===== src/rtl/ddr4_avmm_tester_if.sv =====
// Avalon-MM command/response bundle between the DDR4 tester (master) and the EMIF user port (slave).
interface ddr4_avmm_tester_if #(
    parameter int ADDR_W = 26,
    parameter int DATA_W = 576
) ();
    logic              amm_ready;
    logic              amm_read;
    logic              amm_write;
    logic [ADDR_W-1:0] amm_address;
    logic [DATA_W-1:0] amm_writedata;
    logic [6:0]        amm_burstcount;
    logic [DATA_W-1:0] amm_readdata;
    logic              amm_readdatavalid;

    modport master (
        input  amm_ready, amm_readdata, amm_readdatavalid,
        output amm_read, amm_write, amm_address, amm_writedata, amm_burstcount
    );

    modport slave (
        output amm_ready, amm_readdata, amm_readdatavalid,
        input  amm_read, amm_write, amm_address, amm_writedata, amm_burstcount
    );
endinterface


===== src/rtl/ddr4_avmm_tester.sv =====
// Write-then-read-back pattern tester for a DDR4 EMIF Avalon-MM port, with bounded outstanding reads.
// Optional macro DDR4_TESTER_ERR_INJECT_EN adds an inject_err input that flips bit 0 of accepted writes.
module ddr4_avmm_tester #(
    parameter int          ADDR_W    = 26,
    parameter int          DATA_W    = 576,
    parameter int          NUM_WORDS = 1024,
    parameter logic [31:0] SEED      = 32'hA5A5_0000,
    parameter int          MAX_OUTST = 32
) (
    input  logic                emif_usr_clk,
    input  logic                emif_usr_reset_n,
    input  logic                local_cal_success,
    input  logic                start,
`ifdef DDR4_TESTER_ERR_INJECT_EN
    input  logic                inject_err,
`endif
    ddr4_avmm_tester_if.master  amm,
    output logic                busy,
    output logic                pass,
    output logic                fail,
    output logic [15:0]         err_count,
    output logic [ADDR_W-1:0]   fail_addr
);

    localparam logic [ADDR_W-1:0] LAST_ADDR = ADDR_W'(NUM_WORDS - 1);
    localparam logic [7:0]        OUTST_LIM = 8'(MAX_OUTST);

    typedef enum logic [2:0] {IDLE, WAIT_CAL, WRITE, READ, DRAIN, DONE} state_t;

    state_t             state_q, state_d;
    logic               read_q, read_d;
    logic               write_q, write_d;
    logic [ADDR_W-1:0]  addr_q, addr_d;
    logic [DATA_W-1:0]  wdata_q, wdata_d;
    logic               pass_q, pass_d;
    logic               fail_q, fail_d;
    logic [15:0]        err_q, err_d;
    logic [ADDR_W-1:0]  fail_addr_q, fail_addr_d;
    logic [7:0]         outst_q, outst_d;
    logic [ADDR_W-1:0]  rd_ptr_q, rd_ptr_d;
    logic [ADDR_W-1:0]  addr_inc;
    logic               rd_acc, wr_acc, in_run;

    function automatic logic [DATA_W-1:0] pattern(input logic [ADDR_W-1:0] a);
        logic [31:0] word;
        word = 32'(a) ^ SEED;
        return {(DATA_W/32){word}};
    endfunction

    assign rd_acc   = read_q & amm.amm_ready;
    assign wr_acc   = write_q & amm.amm_ready;
    assign in_run   = (state_q == WRITE) || (state_q == READ) || (state_q == DRAIN);
    assign addr_inc = addr_q + 1'b1;

    always_ff @(posedge emif_usr_clk or negedge emif_usr_reset_n) begin
        if (!emif_usr_reset_n) begin
            state_q     <= IDLE;
            read_q      <= 1'b0;
            write_q     <= 1'b0;
            addr_q      <= '0;
            wdata_q     <= '0;
            pass_q      <= 1'b0;
            fail_q      <= 1'b0;
            err_q       <= '0;
            fail_addr_q <= '0;
            outst_q     <= '0;
            rd_ptr_q    <= '0;
        end else begin
            state_q     <= state_d;
            read_q      <= read_d;
            write_q     <= write_d;
            addr_q      <= addr_d;
            wdata_q     <= wdata_d;
            pass_q      <= pass_d;
            fail_q      <= fail_d;
            err_q       <= err_d;
            fail_addr_q <= fail_addr_d;
            outst_q     <= outst_d;
            rd_ptr_q    <= rd_ptr_d;
        end
    end

    always_comb begin
        state_d     = state_q;
        read_d      = read_q;
        write_d     = write_q;
        addr_d      = addr_q;
        wdata_d     = wdata_q;
        pass_d      = pass_q;
        fail_d      = fail_q;
        err_d       = err_q;
        fail_addr_d = fail_addr_q;
        outst_d     = outst_q;
        rd_ptr_d    = rd_ptr_q;

        // Response checking; a strobe with nothing outstanding is itself an error.
        if (in_run) begin
            if (rd_acc)
                outst_d = outst_d + 8'd1;
            if (amm.amm_readdatavalid) begin
                if (outst_q != 8'd0)
                    outst_d = outst_d - 8'd1;
                rd_ptr_d = rd_ptr_q + 1'b1;
                if ((outst_q == 8'd0) || (amm.amm_readdata != pattern(rd_ptr_q))) begin
                    if (err_q != 16'hFFFF)
                        err_d = err_q + 16'd1;
                    if (err_q == 16'd0)
                        fail_addr_d = rd_ptr_q;
                end
            end
        end

        case (state_q)
            IDLE, DONE: begin
                if (start) begin
                    err_d       = '0;
                    fail_addr_d = '0;
                    pass_d      = 1'b0;
                    fail_d      = 1'b0;
                    outst_d     = '0;
                    rd_ptr_d    = '0;
                    addr_d      = '0;
                    wdata_d     = pattern('0);
                    if (local_cal_success) begin
                        state_d = WRITE;
                        write_d = 1'b1;
                    end else begin
                        state_d = WAIT_CAL;
                    end
                end
            end
            WAIT_CAL: begin
                if (local_cal_success) begin
                    state_d = WRITE;
                    write_d = 1'b1;
                    addr_d  = '0;
                    wdata_d = pattern('0);
                end
            end
            WRITE: begin
                if (wr_acc) begin
                    if (addr_q == LAST_ADDR) begin
                        state_d = READ;
                        write_d = 1'b0;
                        addr_d  = '0;
                    end else begin
                        addr_d  = addr_inc;
                        wdata_d = pattern(addr_inc);
                    end
                end
            end
            READ: begin
                // A stalled read is held; otherwise issue only if room remains after this edge.
                if (rd_acc && (addr_q == LAST_ADDR)) begin
                    state_d = DRAIN;
                    read_d  = 1'b0;
                end else begin
                    if (rd_acc)
                        addr_d = addr_inc;
                    read_d = (read_q && !amm.amm_ready) || (outst_d < OUTST_LIM);
                end
            end
            DRAIN: begin
                if (outst_q == 8'd0) begin
                    state_d = DONE;
                    pass_d  = (err_d == 16'd0);
                    fail_d  = (err_d != 16'd0);
                end
            end
            default: state_d = IDLE;
        endcase

        if (in_run && !local_cal_success) begin
            state_d = DONE;
            read_d  = 1'b0;
            write_d = 1'b0;
            pass_d  = 1'b0;
            fail_d  = 1'b1;
            outst_d = '0;
        end
    end

    assign amm.amm_read       = read_q;
    assign amm.amm_write      = write_q;
    assign amm.amm_address    = addr_q;
    assign amm.amm_burstcount = 7'd1;
`ifdef DDR4_TESTER_ERR_INJECT_EN
    assign amm.amm_writedata  = {wdata_q[DATA_W-1:1], wdata_q[0] ^ (inject_err & write_q)};
`else
    assign amm.amm_writedata  = wdata_q;
`endif

    assign busy      = (state_q == WAIT_CAL) || in_run;
    assign pass      = pass_q;
    assign fail      = fail_q;
    assign err_count = err_q;
    assign fail_addr = fail_addr_q;

endmodule

===== src/flat_wrapper.sv =====
// flat-port wrapper written by rule: the top's interface ports become plain ports
module ddr4_avmm_tester_flat 
#(
    parameter int          ADDR_W    = 26,
    parameter int          DATA_W    = 576,
    parameter int          NUM_WORDS = 1024,
    parameter logic [31:0] SEED      = 32'hA5A5_0000,
    parameter int          MAX_OUTST = 32
)
  (emif_usr_clk, emif_usr_reset_n, local_cal_success, start, busy, pass, fail, err_count, fail_addr, amm_amm_ready, amm_amm_readdata, amm_amm_readdatavalid, amm_amm_read, amm_amm_write, amm_amm_address, amm_amm_writedata, amm_amm_burstcount);
  ddr4_avmm_tester_if #(.ADDR_W(ADDR_W), .DATA_W(DATA_W)) amm_i ();
  input  logic emif_usr_clk;
  input  logic emif_usr_reset_n;
  input  logic local_cal_success;
  input  logic start;
  output logic busy;
  output logic pass;
  output logic fail;
  output logic [15:0] err_count;
  output logic [ADDR_W-1:0] fail_addr;
  input wire logic [$bits(amm_i.amm_ready)-1:0] amm_amm_ready;
  input wire logic [$bits(amm_i.amm_readdata)-1:0] amm_amm_readdata;
  input wire logic [$bits(amm_i.amm_readdatavalid)-1:0] amm_amm_readdatavalid;
  output wire logic [$bits(amm_i.amm_read)-1:0] amm_amm_read;
  output wire logic [$bits(amm_i.amm_write)-1:0] amm_amm_write;
  output wire logic [$bits(amm_i.amm_address)-1:0] amm_amm_address;
  output wire logic [$bits(amm_i.amm_writedata)-1:0] amm_amm_writedata;
  output wire logic [$bits(amm_i.amm_burstcount)-1:0] amm_amm_burstcount;
  assign amm_i.amm_ready = amm_amm_ready;
  assign amm_i.amm_readdata = amm_amm_readdata;
  assign amm_i.amm_readdatavalid = amm_amm_readdatavalid;
  assign amm_amm_read = amm_i.amm_read;
  assign amm_amm_write = amm_i.amm_write;
  assign amm_amm_address = amm_i.amm_address;
  assign amm_amm_writedata = amm_i.amm_writedata;
  assign amm_amm_burstcount = amm_i.amm_burstcount;
  ddr4_avmm_tester #(.ADDR_W(ADDR_W), .DATA_W(DATA_W), .NUM_WORDS(NUM_WORDS), .SEED(SEED), .MAX_OUTST(MAX_OUTST)) u_core (.emif_usr_clk(emif_usr_clk), .emif_usr_reset_n(emif_usr_reset_n), .local_cal_success(local_cal_success), .start(start), .amm(amm_i), .busy(busy), .pass(pass), .fail(fail), .err_count(err_count), .fail_addr(fail_addr));
endmodule

===== config.mk =====
export PLATFORM = sky130hd
export DESIGN_NAME = ddr4_avmm_tester_flat
export DESIGN_NICKNAME = d
export VERILOG_FILES = /design/src/rtl/ddr4_avmm_tester_if.sv /design/src/rtl/ddr4_avmm_tester.sv /design/src/flat_wrapper.sv
export SDC_FILE = /design/constraint.sdc
export NUM_CORES = 1
export LEC_CHECK = 0
export ABC_AREA = 1
export CAP_MARGIN = 40
export CORE_AREA = 2 2 477 479
export CTS_BUF_LIST = sky130_fd_sc_hd__clkbuf_4 sky130_fd_sc_hd__clkbuf_8
export DETAILED_ROUTE_END_ITERATION = 10
export DIE_AREA = 0 0 479 481
export PLACE_DENSITY = 0.32
export RECOVER_POWER = 25
export SLEW_MARGIN = 10
export SYNTH_ARGS = -nofsm -noshare
export SYNTH_HDL_FRONTEND = slang
export SYNTH_SLANG_ARGS = --single-unit

===== constraint.sdc =====
create_clock -name emif_usr_clk -period 2.15 [get_ports emif_usr_clk]
set_input_delay 0.43 -clock emif_usr_clk [delete_from_list [all_inputs] [get_ports emif_usr_clk]]
set_output_delay 0.43 -clock emif_usr_clk [all_outputs]
set_load 0.01 [all_outputs]

==> impl_metrics.toml <==
[outcome]
status = "finished, violations left"
violations = "max-capacitance violations, max-slew violations, negative setup slack"

[job]
max_cap_viol_count = 1

[yosys]
synth.avg_cell_area_sq_um = 5.68
syn_inst = 4338
synth_area_sq_um = 24700
synthTopCellsByArea = "nand2_1 (22%), buf_4 (18%), dfrtp_1 (14%)"
yosys-top-cells-count = "nand2_1 (1459), nor2_1 (623), buf_4 (593)"
synth-async-reset-ratio = 1.00
ys_seq_area_frac = 0.138
synth-main-ff-cell = "dfrtp_1"
synth.top_cell.area_share = 0.222
synth_largest_area_cell = "nand2_1"
synth_edf_count = 0
yosys.cell_count.top_type = "nand2_1"
ys_types = 46
ys_ff_latch = 136
yosysWarnings = 0

[grt]
grt_antenna_before_repair = 107
grt_max_degree = 55
grt_use_met1 = 0.217
first_global_vias = 30900
grt.overflow.total = 0
use_met2 = 0.335
grt_first_pass_wirelength_mm = 285
grtUsageMet3 = 0.0330
grt-busiest-layer = "met2"
grt_use_total = 0.185

[cts]
cts_made_buffers = 17
clk_path_buf_depth = 2
clock-sinks = 136
cts-root-buf = "clkbuf_8"
htreeDepth = 4
clk_latency_ns = 0.63
path_clk_slew_ns = 0.11
cts_tree = "done"

[sta]
rsz0062_at_grt = "yes"
fin_worst_skew_ns = 0.0480
fmax_ghz = 0.296
period_share = 1.57
min_period_ns = 3.38
relSlewSlack = -0.263
timing.final.ws_setup_ns = -1.23
setup_violations = 614
tns_ns = -111.48
finalMaxSlewViolations = 33
worst_pin_slew_ns = 1.89
hold_viol = 0

[min_path]
min_path_type = "reg2reg"

[detailed_routing]
wirelength_mm = 224
vias = 32500
drt_iter0_drc = 2352
via_per_inst = 3.63
ant_nets = 0
dr.pass1.iters = 5
wl_per_cell_um = 25.0
drc = 0

[floorplan]
row_count = 175
io_pins = 1238
coreArea_sq_um = 226000
dieArea_sq_um = 230000
dieWidth_um = 479
initial_core_util = 0.109
die_h_um = 481

[critical_path]
crit_type = "reg2reg"
worst_setup_path_end_kind = "flop"
path_max_fanout = 10
start_kind = "flop"
critPathArrivalTime_ns = 3.88
required_ns = 2.65

[placement]
gp_congestion = 0.974
placed_area_sq_um = 43400
hpwl_mm = 197
pre_cts_ws_ns = -2.09
port_buffers = 1176

[finish]
regArea_sq_um = 3440
multiInputGateArea_sq_um = 16700
final_cell_area_sq_um = 48200
fin_nets = 6498
syn_to_final_growth_pct = 95.4
layout-drive-gt1-share = 0.273
fill_cells = 25400

[pwr]
p_leak_nw = 22.4
irDropWorstVdd_mv = 0.505
powerDensity_nw_per_um2 = 465
## placed cells by master (no fill, tap or decap), types with 18 or more instances in the layout
| cell | instances |
|---|---|
| inv_1 | 523 |
| nand2_2 | 123 |
| clkdlybuf4s50_1 | 1133 |
| o21ai_1 | 31 |
| xor2_1 | 205 |
| conb_1 | 61 |
| nand2_1 | 1319 |
| nor2_2 | 108 |
| buf_6 | 81 |
| nor2_4 | 65 |
| a21oi_1 | 55 |
| o21ai_0 | 19 |
| dfrtp_2 | 24 |
| buf_12 | 122 |
| diode_2 | 22 |
| inv_2 | 36 |
| buf_4 | 776 |
| nand3_2 | 21 |
| xnor2_2 | 24 |
| o21ai_2 | 31 |
| nor2_1 | 453 |
| nand4_1 | 52 |
| dlymetal6s2s_1 | 26 |
| nand3_1 | 47 |
| nor3_1 | 26 |
| dfrtp_1 | 111 |
| a21oi_2 | 18 |
| xnor2_1 | 188 |
## logic make-up after synthesis
group,after synthesis,share of synthesized area
adder cells (fa/ha/maj),7,0.00355
XOR/XNOR,438,0.156
flip-flops,136,0.138
other,2,0.000305
AO/OA/AOI/OAI,200,0.0438
AND/OR/NAND/NOR,2283,0.364
buffers and inverters,1272,0.294
## worst max-delay path, cell delays in order (launching register included)
cell and delay (ns):
dfrtp_4 0.61, buf_12 0.18, buf_12 0.15, nand2_1 0.08, nand4_1 0.17, nor2_2 0.32
nand2_1 0.08, nor2_1 0.11, nand2_1 0.06, nor2_1 0.12, nand2_1 0.06, nor2_1 0.10
buf_4 0.15, nand2_8 0.10, buf_12 0.15, buf_16 0.13, nand3_2 0.06, nand2_2 0.07
a21oi_2 0.13, nand2_1 0.07, nor2_1 0.11, nand2_1 0.11, nand2_1 0.08, a21oi_1 0.06
## worst paths after layout
check                                                                from                                   endpoint  slack, ns  cells past startpoint
worst max-delay path                         u_core.rd_ptr_q[4]$_DFF_PN0_                    u_core.fail$_DFFE_PN0P_      -1.23                     23
worst min-delay path            u_core.amm.amm_writedata[544]$_DFFE_PN0P_  u_core.amm.amm_writedata[544]$_DFFE_PN0P_       0.51                      2
worst max register to register               u_core.rd_ptr_q[4]$_DFF_PN0_                    u_core.fail$_DFFE_PN0P_      -1.23                     23
worst min register to register  u_core.amm.amm_writedata[544]$_DFFE_PN0P_  u_core.amm.amm_writedata[544]$_DFFE_PN0P_       0.51                      2
max in group asynchronous                                emif_usr_reset_n              u_core.state_q[1]$_DFFE_PN0P_      -0.03                      3
min in group asynchronous                                emif_usr_reset_n              u_core.rd_ptr_q[25]$_DFF_PN0_       0.86                      2
## sequential cells by signal, indices dropped and copies added, names as in the netlist
name                      flops
u_core.amm.amm_address       26
u_core.amm.amm_read           1
u_core.amm.amm_write          1
u_core.amm.amm_writedata     27
u_core.err_count             16
u_core.fail                   1
u_core.fail_addr             26
u_core.outst_q                8
u_core.pass                   1
u_core.rd_ptr_q              26
u_core.state_q                3
## through the flow
| step | total power (W) | hold slack [ns] | std cells | util |
|---|---|---|---|---|
| 2_1_floorplan | 0.00844 | 0.134 | 4397 | - |
| 3_5_place_dp | 0.0168 | 0.479 | 8781 | 0.192 |
| 3_3_place_gp | 0.0169 | 0.470 | 8781 | 0.192 |
| 4_1_cts | 0.0213 | 0.333 | 8891 | 0.205 |
| 6_report | 0.0224 | 0.509 | 8953 | 0.213 |
| 5_1_grt | 0.0236 | 0.544 | 8941 | 0.213 |
## where the power goes
part / total [W] / switching, W / internal (W) / leakage, nW
sequential: 0.00334 / 0.000398 / 0.00294 / 1.78
clock: 0.00256 / 0.00158 / 0.000978 / 0.198
combinational: 0.0165 / 0.00891 / 0.00760 / 20.4
## layout make-up
class                           instances  share of cell area
Timing Repair Buffer                 2183               0.448
Multi-Input combinational cell       2989               0.346
Tap cell                             3009              0.0781
Sequential cell                       136              0.0713
Inverter                              582              0.0469
Clock buffer                           17             0.00486
Clock inverter                         15             0.00361
Antenna cell                           22             0.00114
## metal layers
layer,share of wire,routed length (um),up-vias
met5,0.0015,332,-
met1,0.40,89600,15200
li1,-,-,15500
met3,0.058,13000,347
met2,0.50,112000,1393
met4,0.039,8790,52
## what timing repair did
action,in CTS,in global routing
hold endpoints to repair,29,0
setup endpoints to repair,711,698
pin swaps,106,119
hold buffers,1,0
gates cloned,9,9
buffers inserted,83,43
gates resized for setup,529,397
(Power assumes the default switching activity.)
